===== config.mk =====
export PLATFORM = sky130hd
export DESIGN_NAME = pipe_ctrl
export DESIGN_NICKNAME = d
export VERILOG_FILES = /design/src/rtl/pipe_ctrl_pkg.sv /design/src/rtl/pipe_ctrl_sat_counter.sv /design/src/rtl/pipe_ctrl.sv
export SDC_FILE = /design/constraint.sdc
export NUM_CORES = 1
export LEC_CHECK = 0
export ABC_AREA = 1
export ABC_CLOCK_PERIOD_IN_PS = 2400
export CAP_MARGIN = 20
export CORE_ASPECT_RATIO = 2
export CORE_UTILIZATION = 48
export DETAILED_ROUTE_END_ITERATION = 8
export HOLD_SLACK_MARGIN = 0.06
export PLACE_DENSITY = 0.79
export SLEW_MARGIN = 20
export SYNTH_ARGS = -nofsm -noshare
export SYNTH_HDL_FRONTEND = slang
export SYNTH_HIERARCHICAL = 1
export SYNTH_SLANG_ARGS = --single-unit
export TNS_END_PERCENT = 5

===== constraint.sdc =====
create_clock -name clk -period 2.4 [get_ports clk]
set_input_delay 0.48 -clock clk [delete_from_list [all_inputs] [get_ports clk]]
set_output_delay 0.48 -clock clk [all_outputs]
set_load 0.005 [all_outputs]

===== src/rtl/pipe_ctrl_pkg.sv =====
// Shared types and constants for the pipeline hazard/exception controller.
package pipe_ctrl_pkg;

    typedef enum logic [0:0] {
        RUN   = 1'b0,
        FLUSH = 1'b1
    } state_t;

    localparam logic [31:0] ERET_CODE  = 32'h0000_000e;
    localparam logic [31:0] EXC_OFFSET = 32'h0000_0180;

    localparam int STG_PC  = 0;
    localparam int STG_IF  = 1;
    localparam int STG_ID  = 2;
    localparam int STG_EXE = 3;
    localparam int STG_MEM = 4;
    localparam int STG_WB  = 5;

endpackage


===== src/rtl/pipe_ctrl_sat_counter.sv =====
// Saturating up-counter with synchronous clear; holds at MAX instead of wrapping.
module sat_counter #(
    parameter int W = 32,
    parameter logic [W-1:0] MAX = {W{1'b1}}
) (
    input  logic         clk,
    input  logic         rst,
    input  logic         clr,
    input  logic         inc,
    output logic [W-1:0] count
);

    logic [W-1:0] count_r;

    // Count register: reset and clear win over increment, saturate at MAX.
    always_ff @(posedge clk) begin
        if (rst) begin
            count_r <= {W{1'b0}};
        end else if (clr) begin
            count_r <= {W{1'b0}};
        end else if (inc && (count_r != MAX)) begin
            count_r <= count_r + W'(1'b1);
        end else begin
            count_r <= count_r;
        end
    end

    assign count = count_r;

endmodule


===== src/rtl/pipe_ctrl.sv =====
// Pipeline hazard/exception controller: cumulative stall vector, flush pulse
// with PC redirect, saturating debug counters and a sticky stall watchdog.
module pipe_ctrl
    import pipe_ctrl_pkg::*;
#(
    parameter int NSTAGE = 6,
    parameter int XLEN = 32,
    parameter int FLUSH_HOLD = 1,
    parameter int STALL_MAX = 1024,
    parameter int CNT_W = 32,
    parameter logic [XLEN-1:0] RESET_VEC = 32'h8000_0000
) (
    input  logic              clk,
    input  logic              rst,
    input  logic [NSTAGE-1:0] stall_req,
    input  logic              exc_valid,
    input  logic [XLEN-1:0]   exc_type,
    input  logic [XLEN-1:0]   cp0_epc,
    input  logic [XLEN-1:0]   cp0_ebase,
    output logic [NSTAGE-1:0] stall,
    output logic              flush,
    output logic              redirect_valid,
    output logic [XLEN-1:0]   redirect_pc,
    output logic [CNT_W-1:0]  stall_cycles,
    output logic [CNT_W-1:0]  flush_count,
    output logic              stall_timeout
);

    localparam int HW  = $clog2(FLUSH_HOLD + 1);
    localparam int WDW = $clog2(STALL_MAX + 1);

    state_t            state_r, next_state_s;
    logic [HW-1:0]     hold_r, hold_next_s;
    logic [NSTAGE-1:0] thermo_s, stall_s;
    logic              flush_s, redirect_valid_s, accept_s, stall_any_s;
    logic [XLEN-1:0]   redirect_pc_s;
    logic [WDW-1:0]    wd_count_s;
    logic              timeout_r;

    // Highest requesting stage stalls itself and every stage behind it.
    always_comb begin
        logic acc_v;
        acc_v    = 1'b0;
        thermo_s = {NSTAGE{1'b0}};
        for (int i = NSTAGE - 1; i >= STG_PC; i--) begin
            acc_v       = acc_v | stall_req[i];
            thermo_s[i] = acc_v;
        end
    end

    // Next-state and output decode; reset masks every output.
    always_comb begin
        next_state_s     = state_r;
        hold_next_s      = hold_r;
        stall_s          = {NSTAGE{1'b0}};
        flush_s          = 1'b0;
        redirect_valid_s = 1'b0;
        redirect_pc_s    = RESET_VEC;
        accept_s         = 1'b0;
        if (rst) begin
            next_state_s = RUN;
            hold_next_s  = {HW{1'b0}};
        end else begin
            case (state_r)
                RUN: begin
                    if (exc_valid) begin
                        accept_s         = 1'b1;
                        flush_s          = 1'b1;
                        redirect_valid_s = 1'b1;
                        if (exc_type == XLEN'(ERET_CODE)) begin
                            redirect_pc_s = cp0_epc;
                        end else begin
                            redirect_pc_s = cp0_ebase + XLEN'(EXC_OFFSET);
                        end
                        if (FLUSH_HOLD > 1) begin
                            next_state_s = FLUSH;
                            hold_next_s  = HW'(FLUSH_HOLD - 1);
                        end else begin
                            next_state_s = RUN;
                        end
                    end else begin
                        stall_s = thermo_s;
                    end
                end
                FLUSH: begin
                    flush_s     = 1'b1;
                    hold_next_s = hold_r - HW'(1'b1);
                    if (hold_r == HW'(1'b1)) begin
                        next_state_s = RUN;
                    end else begin
                        next_state_s = FLUSH;
                    end
                end
                default: begin
                    next_state_s = RUN;
                    hold_next_s  = {HW{1'b0}};
                end
            endcase
        end
    end

    // State and flush-hold registers.
    always_ff @(posedge clk) begin
        if (rst) begin
            state_r <= RUN;
            hold_r  <= {HW{1'b0}};
        end else begin
            state_r <= next_state_s;
            hold_r  <= hold_next_s;
        end
    end

    assign stall_any_s = |stall_s;

    sat_counter #(.W(CNT_W)) u_stall_cnt (
        .clk(clk), .rst(rst), .clr(1'b0), .inc(stall_any_s), .count(stall_cycles)
    );

    sat_counter #(.W(CNT_W)) u_flush_cnt (
        .clk(clk), .rst(rst), .clr(1'b0), .inc(accept_s), .count(flush_count)
    );

    // Run-length of consecutive stalled cycles; any free cycle restarts it.
    sat_counter #(.W(WDW), .MAX(WDW'(STALL_MAX))) u_wd_cnt (
        .clk(clk), .rst(rst), .clr(~stall_any_s), .inc(stall_any_s), .count(wd_count_s)
    );

    // Sticky timeout sets on the same edge the run counter reaches STALL_MAX.
    always_ff @(posedge clk) begin
        if (rst) begin
            timeout_r <= 1'b0;
        end else if (stall_any_s && (wd_count_s >= WDW'(STALL_MAX - 1))) begin
            timeout_r <= 1'b1;
        end else begin
            timeout_r <= timeout_r;
        end
    end

    assign stall          = stall_s;
    assign flush          = flush_s;
    assign redirect_valid = redirect_valid_s;
    assign redirect_pc    = redirect_pc_s;
    assign stall_timeout  = timeout_r;

endmodule


Word-level counts from Yosys, hierarchy flattened
Index checks and enable logic that the tools add are counted.

Register bits after elaboration: 78. Input port bits: 105. Output and inout bits: 105. Logic and storage cells: 43.

Add/subtract/negate cells: 5. Order comparisons: 1. Equal/unequal tests: 4. Muxes and demuxes: 14. Bitwise gates (word level): 7. Reduce and logical (&&, ||, !) cells: 6.

Operator list (number): 32-bit two-way mux (4); 32-bit by 1-bit adder with 32-bit output, second input constant (2); 32-bit inequality test, second input constant (2); 32-bit by 9-bit adder with 32-bit output, second input constant (1); 32-bit by 4-bit equality test with 1-bit output, second input constant (1); 6-bit two-way mux (3); 11-bit by 1-bit adder with 11-bit output, second input constant (1); 11-bit by 10-bit greater-or-equal comparator with 1-bit output, second input constant (1); 11-bit inequality test, second input constant (1); 6-bit OR reduction (1); 1-bit two-way mux (5); 1-bit bitwise OR (5); 1-bit logical AND (4); 1-bit case mux with 2 select lines (2); 1-bit inverter (2); 2-bit OR reduction (1); 1-bit subtractor, second input constant (1).

Logic depth before layout (Yosys ltp)
Depth after elaboration: 11. Gate-level depth with buffers: 12. Gate-level depth less buffers: 11.

Cells and area by module
Netlist, hierarchy kept.

Modules (own cells, without submodules): sat_counter (u_flush_cnt ...) (times used 2, cells each 325, area an instance 2095.8 um^2, sequential area each 640.6 um^2); pipe_ctrl (times used 1, cells each 378, area an instance 1734.2 um^2, sequential area each 60.1 um^2); sat_counter (u_wd_cnt) (times used 1, cells each 110, area an instance 716.9 um^2, sequential area each 220.2 um^2).

Worst setup path after synthesis
No wires, ideal clock.

Kind: input-to-reg. Start: input rst. End: register u_stall_cnt.count_r[23], in the netlist u_stall_cnt/count[23]. Setup time: 113 ps. Data arrival time: 1931 ps. Required time: 2287 ps. Slack: 356 ps. Stages: 10. Buffers on the path: 1. Cell sequence: nor3_1 -> nand2_1 -> nand3_1 -> buf_2 -> nand3_1 -> nor2_2 -> and2_1 -> nand3_1 -> nand2_1 -> nor2_1.

Cells in the longest elaborated chain, start to end: 3.

RTL lines: from (decl) (line pipe_ctrl.sv:14) `input logic rst,`; 6-bit two-way mux (line pipe_ctrl.sv:60) `if (rst) begin`; 6-bit OR reduction (line pipe_ctrl.sv:113) `assign stall_any_s = |stall_s;`; named net stall_any_s (line pipe_ctrl.sv:35) `logic flush_s, redirect_valid_s, accept_s, stall_any_s;`; 1-bit logical AND (line pipe_ctrl_sat_counter.sv:21) `end else if (inc && (count_r != MAX)) begin`; to (signal assigned) (line pipe_ctrl_sat_counter.sv:20) `count_r <= {W{1'b0}};`; to (signal assigned) (line pipe_ctrl_sat_counter.sv:22) `count_r <= count_r + W'(1'b1);`; to (signal assigned) (line pipe_ctrl_sat_counter.sv:24) `count_r <= count_r;`; to (decl) (line pipe_ctrl_sat_counter.sv:13) `logic [W-1:0] count_r;`.

The timed path passes the listed nets, and every way through them passes these cells. A chain may end at the register's enable or synchronous reset.

Worst setup path after layout
Start: input cp0_ebase[22]. End: output redirect_pc[29].

Cells in the longest elaborated chain, start to end: 5.

RTL lines: from (decl) (line pipe_ctrl.sv:19) `input logic [XLEN-1:0] cp0_ebase,`; 32-bit by 9-bit adder with 32-bit output (line pipe_ctrl.sv:73) `redirect_pc_s = cp0_ebase + XLEN'(EXC_OFFSET);`; 32-bit two-way mux (line pipe_ctrl.sv:70) `if (exc_type == XLEN'(ERET_CODE)) begin`; 32-bit two-way mux (line pipe_ctrl.sv:66) `if (exc_valid) begin`; 32-bit two-way mux (line pipe_ctrl.sv:64) `case (state_r)`; 32-bit two-way mux (line pipe_ctrl.sv:60); to (decl) (line pipe_ctrl.sv:23) `output logic [XLEN-1:0] redirect_pc,`.

No other way between the ends.

==> flow_summary.ini <==
[logic_synthesis]
ys_warn_count = 6
avgSynthCellArea_um2 = 5.84
yosysUniqueCellTypes = 34
syn_area_mm2 = 0.00664
ys_ff_latch = 78
ys_seq_area_share_pct = 23.5
syn_inst = 1138

[floorplan]
core_area_mm2 = 0.0135
num_rows = 60
io_pins = 210
die_width_um = 85.2
start_util_pct = 49.2
fp.dieArea_mm2 = 0.0143
die_y_um = 168

[setup_path]
crit_type = primary input to output port
reg2regPathDepth = 11
reg2reg_to = u_stall_cnt/count[26]
critPathMaxFanout = 3
rrSetupSlack_ns = 0.34
worstPathArrival_ns = 1.93
worstPathRequired_ns = 1.92
startpoint_type = primary input
endpoint_kind = output port
regToRegStartpoint = state_r

[drt]
ant_nets = 0
firstDrtPassIters = 6
drc = 0
vias_per_cell = 5.42
avgRoutedWirePerCell_um = 16.0
drt-total-wl_um = 25600
vias = 8690
drt_iter0_markers = 526

[clock_tree]
worst_skew_pair.late_latency_ns = 0.34
hold_buffers = 0
clk_pin_slew_ns = 0.06
htree_levels = 3
numCtsBuffers = 9
clk_path_buf_depth = 2
tritoncts = done
root_buffer = clkbuf_16
clock_sinks = 78

[power]
power.internal_uw = 2540
p_sw_uw = 840
p_sw_share_pct = 24.9
p_clk_share_pct = 43.2
power_density_mw_per_mm2 = 338
p_comb_share_pct = 18.2
sequentialPowerShare_pct = 38.6
max-vdd-ir-drop_v = 0.000387
power.leakage_uw = 0.00409

[layout]
final_cell_mix = nand2_1 (272), nor2_1 (240), clkdlybuf4s50_1 (117)
mostFrequentLayoutCell = nand2_1
syn_to_final_growth_pct = 50.4
drive_gt1_share_pct = 22.6
fin_util_pct = 73.9
finalNetCount = 1552
fillers = 1110

[worst_hold_path]
hold_path_startpoint = hold_r
hold_end = hold_r
hold-path-cell-count = 2
min_path_type = register to register

[sta]
fmax_ghz = 0.416
maxSlewViolCount = 0
finalCritPeriodShare_pct = 100
hold_viol_final = 0
period_needed_ns = 2.41
setup_violations = 2
finClkSkew_ns = 0.00757
fin_ws_ns = -0.00594
rsz0062_at_grt = true

[run]
drv_cap = 0

[global_route]
track_usage_pct = 35.5
grt_overflow = 0
grt_max_degree = 28
grt_pass1_wl_um = 40000
antenna_found_initial = 3
first_global_vias = 8568

[outcome]
violations = setup timing
status = complete, but fails checks

[place]
gp_routability_congestion = 1.03
hpwl_um = 19700
portBuffers = 209
dp_slack_ns = -0.672
## cell families after synthesis
group | synth area share, %
AO/OA/AOI/OAI | 9.10
adder cells (fa/ha/maj) | 0.942
other | 0.0565
flip-flops | 23.5
XOR/XNOR | 2.51
AND/OR/NAND/NOR | 54.1
buffers and inverters | 9.79
## routing by layer
layer / vias to the layer above / part of all wire, % / global-route usage (%) / routed length [um]
li1: 4250 / - / - / -
met1: 3936 / 32 / 30.0 / 8090
met2: 374 / 55 / 70.6 / 14100
met3: 130 / 5.7 / 6.57 / 1460
met4: 0 / 7.6 / 26.1 / 1960
met5: - / 0 / 0 / 0
## layout make-up
class / count / area [um^2] / share of cell area (%)
clock buffer: 10 / 239 / 2.39
antenna: 3 / 7.51 / 0.0751
tap: 155 / 194 / 1.94
timing repair buffer: 315 / 2800 / 28.0
clock inverter: 4 / 72.6 / 0.726
multi-input combinational: 919 / 4670 / 46.7
inverter: 119 / 450 / 4.51
sequential: 78 / 1560 / 15.6
## power by group through the flow
stage / logic, uW / clock network, uW / registers, uW
2_1_floorplan: 213 / 0 / 1330
3_3_place_gp: 599 / 0 / 1330
3_5_place_dp: 604 / 0 / 1330
4_1_cts: 591 / 1470 / 1300
5_1_grt: 667 / 1520 / 1300
6_report: 615 / 1460 / 1300
## cells in the mapped netlist, drive strengths merged
| cell | count | share of area, % |
|---|---|---|
| a21oi | 68 | 5.4 |
| a31oi | 8 | 0.75 |
| and2 | 6 | 0.57 |
| buf | 20 | 2.6 |
| clkbuf | 3 | 0.47 |
| conb | 1 | 0.056 |
| dfxtp | 78 | 24 |
| ha | 5 | 0.94 |
| inv | 119 | 6.7 |
| nand2 | 311 | 19 |
| nand3 | 97 | 8.1 |
| nand3b | 8 | 1.3 |
| nand4 | 39 | 3.7 |
| nor2 | 301 | 20 |
| nor3 | 15 | 1.3 |
| o21ai | 33 | 2.5 |
| o21bai | 4 | 0.45 |
| or2 | 3 | 0.28 |
| xnor2 | 7 | 0.92 |
| xor2 | 12 | 1.6 |
## worst max-delay path, stage by stage
cell,delay (ns)
clkdlybuf4s15_1,0.28
nand2_1,0.11
buf_4,0.15
nor2_1,0.09
nand2_1,0.08
nor2_2,0.14
nand2_1,0.08
nand2_1,0.07
nand3_1,0.09
nand2_1,0.08
inv_1,0.03
dlygate4sd2_1,0.25
## state kept, by name, indices dropped and copies added, names as in the netlist
| register | flops |
|---|---|
| u_stall_cnt/count | 32 |
| state_r | 1 |
| u_wd_cnt/count | 11 |
| u_flush_cnt/count | 32 |
| hold_r | 1 |
| stall_timeout | 1 |
## per-stage QoR
stage,std cells,hold WS (ns),total power [uW],setup TNS (ns),instance area (um^2)
after floorplan,1139,0.433,1540,0,6650
after global placement,1559,0.444,1930,-24.47,9380
after detailed placement,1559,0.454,1940,-25.74,9380
after CTS,1599,0.463,3360,-0.0933,9970
after global routing,1603,0.482,3490,-0.539,9990
final,1603,0.466,3380,-0.0115,9990
## how the worst max path moves through the flow
stage | start | end | cells past startpoint
floorplan | rst | u_stall_cnt/count[23] | 10
global placement | cp0_ebase[7] | redirect_pc[17] | 10
detailed placement | cp0_ebase[7] | redirect_pc[17] | 10
CTS | exc_valid | redirect_valid | 6
global route | cp0_ebase[8] | redirect_pc[21] | 12
finish | cp0_ebase[22] | redirect_pc[29] | 12
## timing repair
item,CTS,global route
pin swaps,74,52
resized for setup,214,125
setup endpoints to repair,39,43
setup buffers,24,1
gates cloned,2,0
(Power assumes the default switching activity.)
==> RTL change: new RTL, same settings <==
Register the outputs `redirect_valid` and `redirect_pc`, cleared by the reset; this adds one clock of latency there. The other outputs are not delayed to match.
--- a/src/rtl/pipe_ctrl.sv
+++ b/src/rtl/pipe_ctrl.sv
@@ -139,6 +139,13 @@
     assign stall          = stall_s;
     assign flush          = flush_s;
-    assign redirect_valid = redirect_valid_s;
-    assign redirect_pc    = redirect_pc_s;
+    always_ff @(posedge clk) begin
+        if (rst) begin
+            redirect_valid <= '0;
+            redirect_pc    <= '0;
+        end else begin
+            redirect_valid <= redirect_valid_s;
+            redirect_pc    <= redirect_pc_s;
+        end
+    end
     assign stall_timeout  = timeout_r;
 
Formal check against the unedited RTL: not equivalent (a bounded check fails within 4 cycles, from zero or initial values and one cycle with rst high).
==> RTL change against the unedited design <==
Combinational power decreased by 13%. Sequential cell count up 33. Cell area shrank 1.6%. Wire length shrank 11%. Total power grew 15%. Worst setup slack improved by 57 ps. Area after synthesis grew 8.0%. Clock skew is 6.2 ps higher. Critical endpoint is now stall[0].
==> RTL change: results (changes against the unedited design) <==
[metrics] Hold/Removal Path Class: register to register (unchanged)
[metrics] first-pass GRT wire length: 36,500 um (was 40,000 um)
[metrics] synth top area cells: sky130_fd_sc_hd__dfxtp_1 (31%), sky130_fd_sc_hd__nand2_1 (13%), sky130_fd_sc_hd__nor2_1 (13%), sky130_fd_sc_hd__nand3_1 (5.6%), sky130_fd_sc_hd__a21oi_1 (4.8%) (was sky130_fd_sc_hd__dfxtp_1 (24%), sky130_fd_sc_hd__nand2_1 (16%), sky130_fd_sc_hd__nor2_1 (15%), sky130_fd_sc_hd__nand3_1 (6.6%), sky130_fd_sc_hd__inv_1 (6.4%))
[metrics] DP HPWL: 18,400 um (was 19,700 um)
[metrics] instance count of the mapped netlist: 1,121 (was 1,138)
[metrics] vias in the first global route: 7,804 (was 8,568)
[metrics] CTS root buffer: sky130_fd_sc_hd__clkbuf_16 (unchanged)
[metrics] count of placed standard cells including taps: 1,525 (was 1,559)
[metrics] IO Port Bufs: 209 (unchanged)
[metrics] data arrival time of the critical path: 1870 ps (was 1930 ps)
[metrics] compound-gate portion of the synthesized area: 9.00% (was 9.10%)
[metrics] clock-pin slew of the registers on the worst-case setup and hold paths: 80 ps (was 60 ps)
[metrics] run status: complete, no violations (was finished with violations)
[metrics] commonest cells in the synthesized netlist: sky130_fd_sc_hd__nand2_1 (258), sky130_fd_sc_hd__nor2_1 (242), sky130_fd_sc_hd__dfxtp_1 (111) (was sky130_fd_sc_hd__nand2_1 (288), sky130_fd_sc_hd__nor2_1 (260), sky130_fd_sc_hd__inv_1 (113))
[metrics] sequential-to-total area share from yosys stat: 31.0% (was 23.5%)
[metrics] number of buffers added by the clock tree synthesis step: 9 (unchanged)
[metrics] number of antenna repair diodes: 0 (was 3)
[metrics] setup bufs post-CTS: 0 (was 24)
[metrics] met1 usage: 29.1% (was 30.0%)
[metrics] first-pass iteration count of the detailed router: 4 (was 6)
[metrics] adder-cell area share of the yosys netlist: 0.872% (was 0.942%)
[metrics] vias per cell: 5.25 (was 5.42)
[metrics] routed len/inst: 14.8 um (was 16.0 um)
[metrics] global-route met3 utilization: 5.48% (was 6.57%)
[metrics] routability-driven placement congestion ratio: 0.982 (was 1.03)
[metrics] total number of vias: 8,084 (was 8,690)
[metrics] pin count of the biggest net entering global routing: 30 (was 28)
[metrics] library cells used by synthesis: 37 (was 34)
[metrics] antenna violations before repair: 0 (was 3)
[metrics] met2 layer usage reported by global route: 57.3% (was 70.6%)
[metrics] clock latency of the later-clocked register in the worst-skew pair: 360 ps (was 340 ps)
[metrics] Tot GR Track Use: 30.3% (was 35.5%)
[metrics] xor/xnor share of the synthesized area: 2.68% (was 2.51%)
[metrics] number of DRC violations after detailed-routing iteration 0: 409 (was 526)
[metrics] largest vdd supply drop: 0.000349 V (was 0.000387 V)
[metrics] setup clock skew after layout: 13.8 ps (was 7.57 ps)
==> RTL change: changes by cell type after synthesis, moves of 7 or more <==
cell                      unedited run  this run
sky130_fd_sc_hd__dfxtp_1            78       111
sky130_fd_sc_hd__inv_1             113        91
sky130_fd_sc_hd__nand2_1           288       258
sky130_fd_sc_hd__nand3_1            87        80
sky130_fd_sc_hd__nand4_1            39        46
sky130_fd_sc_hd__nor2_1            260       242
==> RTL change: cell families after synthesis <==
kind of cell,Yosys count
flip-flops,111
AO/OA/AOI/OAI,120
adder cells (fa/ha/maj),5
XOR/XNOR,22
AND/OR/NAND/NOR,736
buffers and inverters,126
other,1
==> RTL change: final timing paths <==
kind / from / end / slack (ps) / cells after the start
worst min-delay path: hold_r / hold_r / 470 / 2
worst max register to register: state_r / u_stall_cnt/count[14] / 560 / 12
worst min register to register: hold_r / hold_r / 470 / 2
worst max-delay path: stall_req[4] / stall[0] / 50 / 7
==> RTL change: layer usage <==
| layer | wire (um) | part of all wire, % | up-vias |
|---|---|---|---|
| met5 | 0 | 0 | - |
| met4 | 1290 | 5.7 | 0 |
| met3 | 1270 | 5.6 | 79 |
| met2 | 12400 | 55 | 294 |
| met1 | 7740 | 34 | 3651 |
| li1 | - | - | 4060 |
==> RTL change: power by group <==
group          leakage (nW)  switching [W]  internal (W)
combinational          2.58       0.000241      0.000291
clock                 0.133       0.000725      0.000740
sequential            0.900      0.0000108       0.00187
==> RTL change: area by class of cell <==
type / count / area, um2
Multi-Input combinational cell: 885 / 4410
Clock inverter: 5 / 43.8
Timing Repair Buffer: 236 / 2300
Sequential cell: 111 / 2220
Fill cell: 1360 / 4680
Inverter: 101 / 379
Clock buffer: 10 / 239
Tap cell: 192 / 240
==> RTL change: critical path: stages <==
cell                              delay [ps]
sky130_fd_sc_hd__clkdlybuf4s50_1         410
sky130_fd_sc_hd__or2_1                   260
sky130_fd_sc_hd__nor2_2                  130
sky130_fd_sc_hd__nand2_2                 120
sky130_fd_sc_hd__nor2_4                  120
sky130_fd_sc_hd__o21ai_2                  70
sky130_fd_sc_hd__dlygate4sd2_1           280
==> RTL change: through the flow <==
stage | setup slack (ps) | setup TNS [ps] | cell area [um2] | utilization [%] | power (W)
2_1_floorplan | 56.6 | 0 | 7180 | - | 0.00211
3_3_place_gp | -217 | -4460 | 9540 | 65.8 | 0.00245
3_5_place_dp | -278 | -7250 | 9540 | 65.8 | 0.00245
4_1_cts | 5.16 | 0 | 9830 | 67.8 | 0.00391
5_1_grt | -37.2 | -37.2 | 9830 | 67.8 | 0.00403
6_report | 50.8 | 0 | 9830 | 67.8 | 0.00387
==> RTL change: timing repair <==
action / 4_1_cts / 5_1_grt
resized for setup: 12 / 3
endpoints found under the setup margin: 6 / 5
pin swaps: 3 / 3
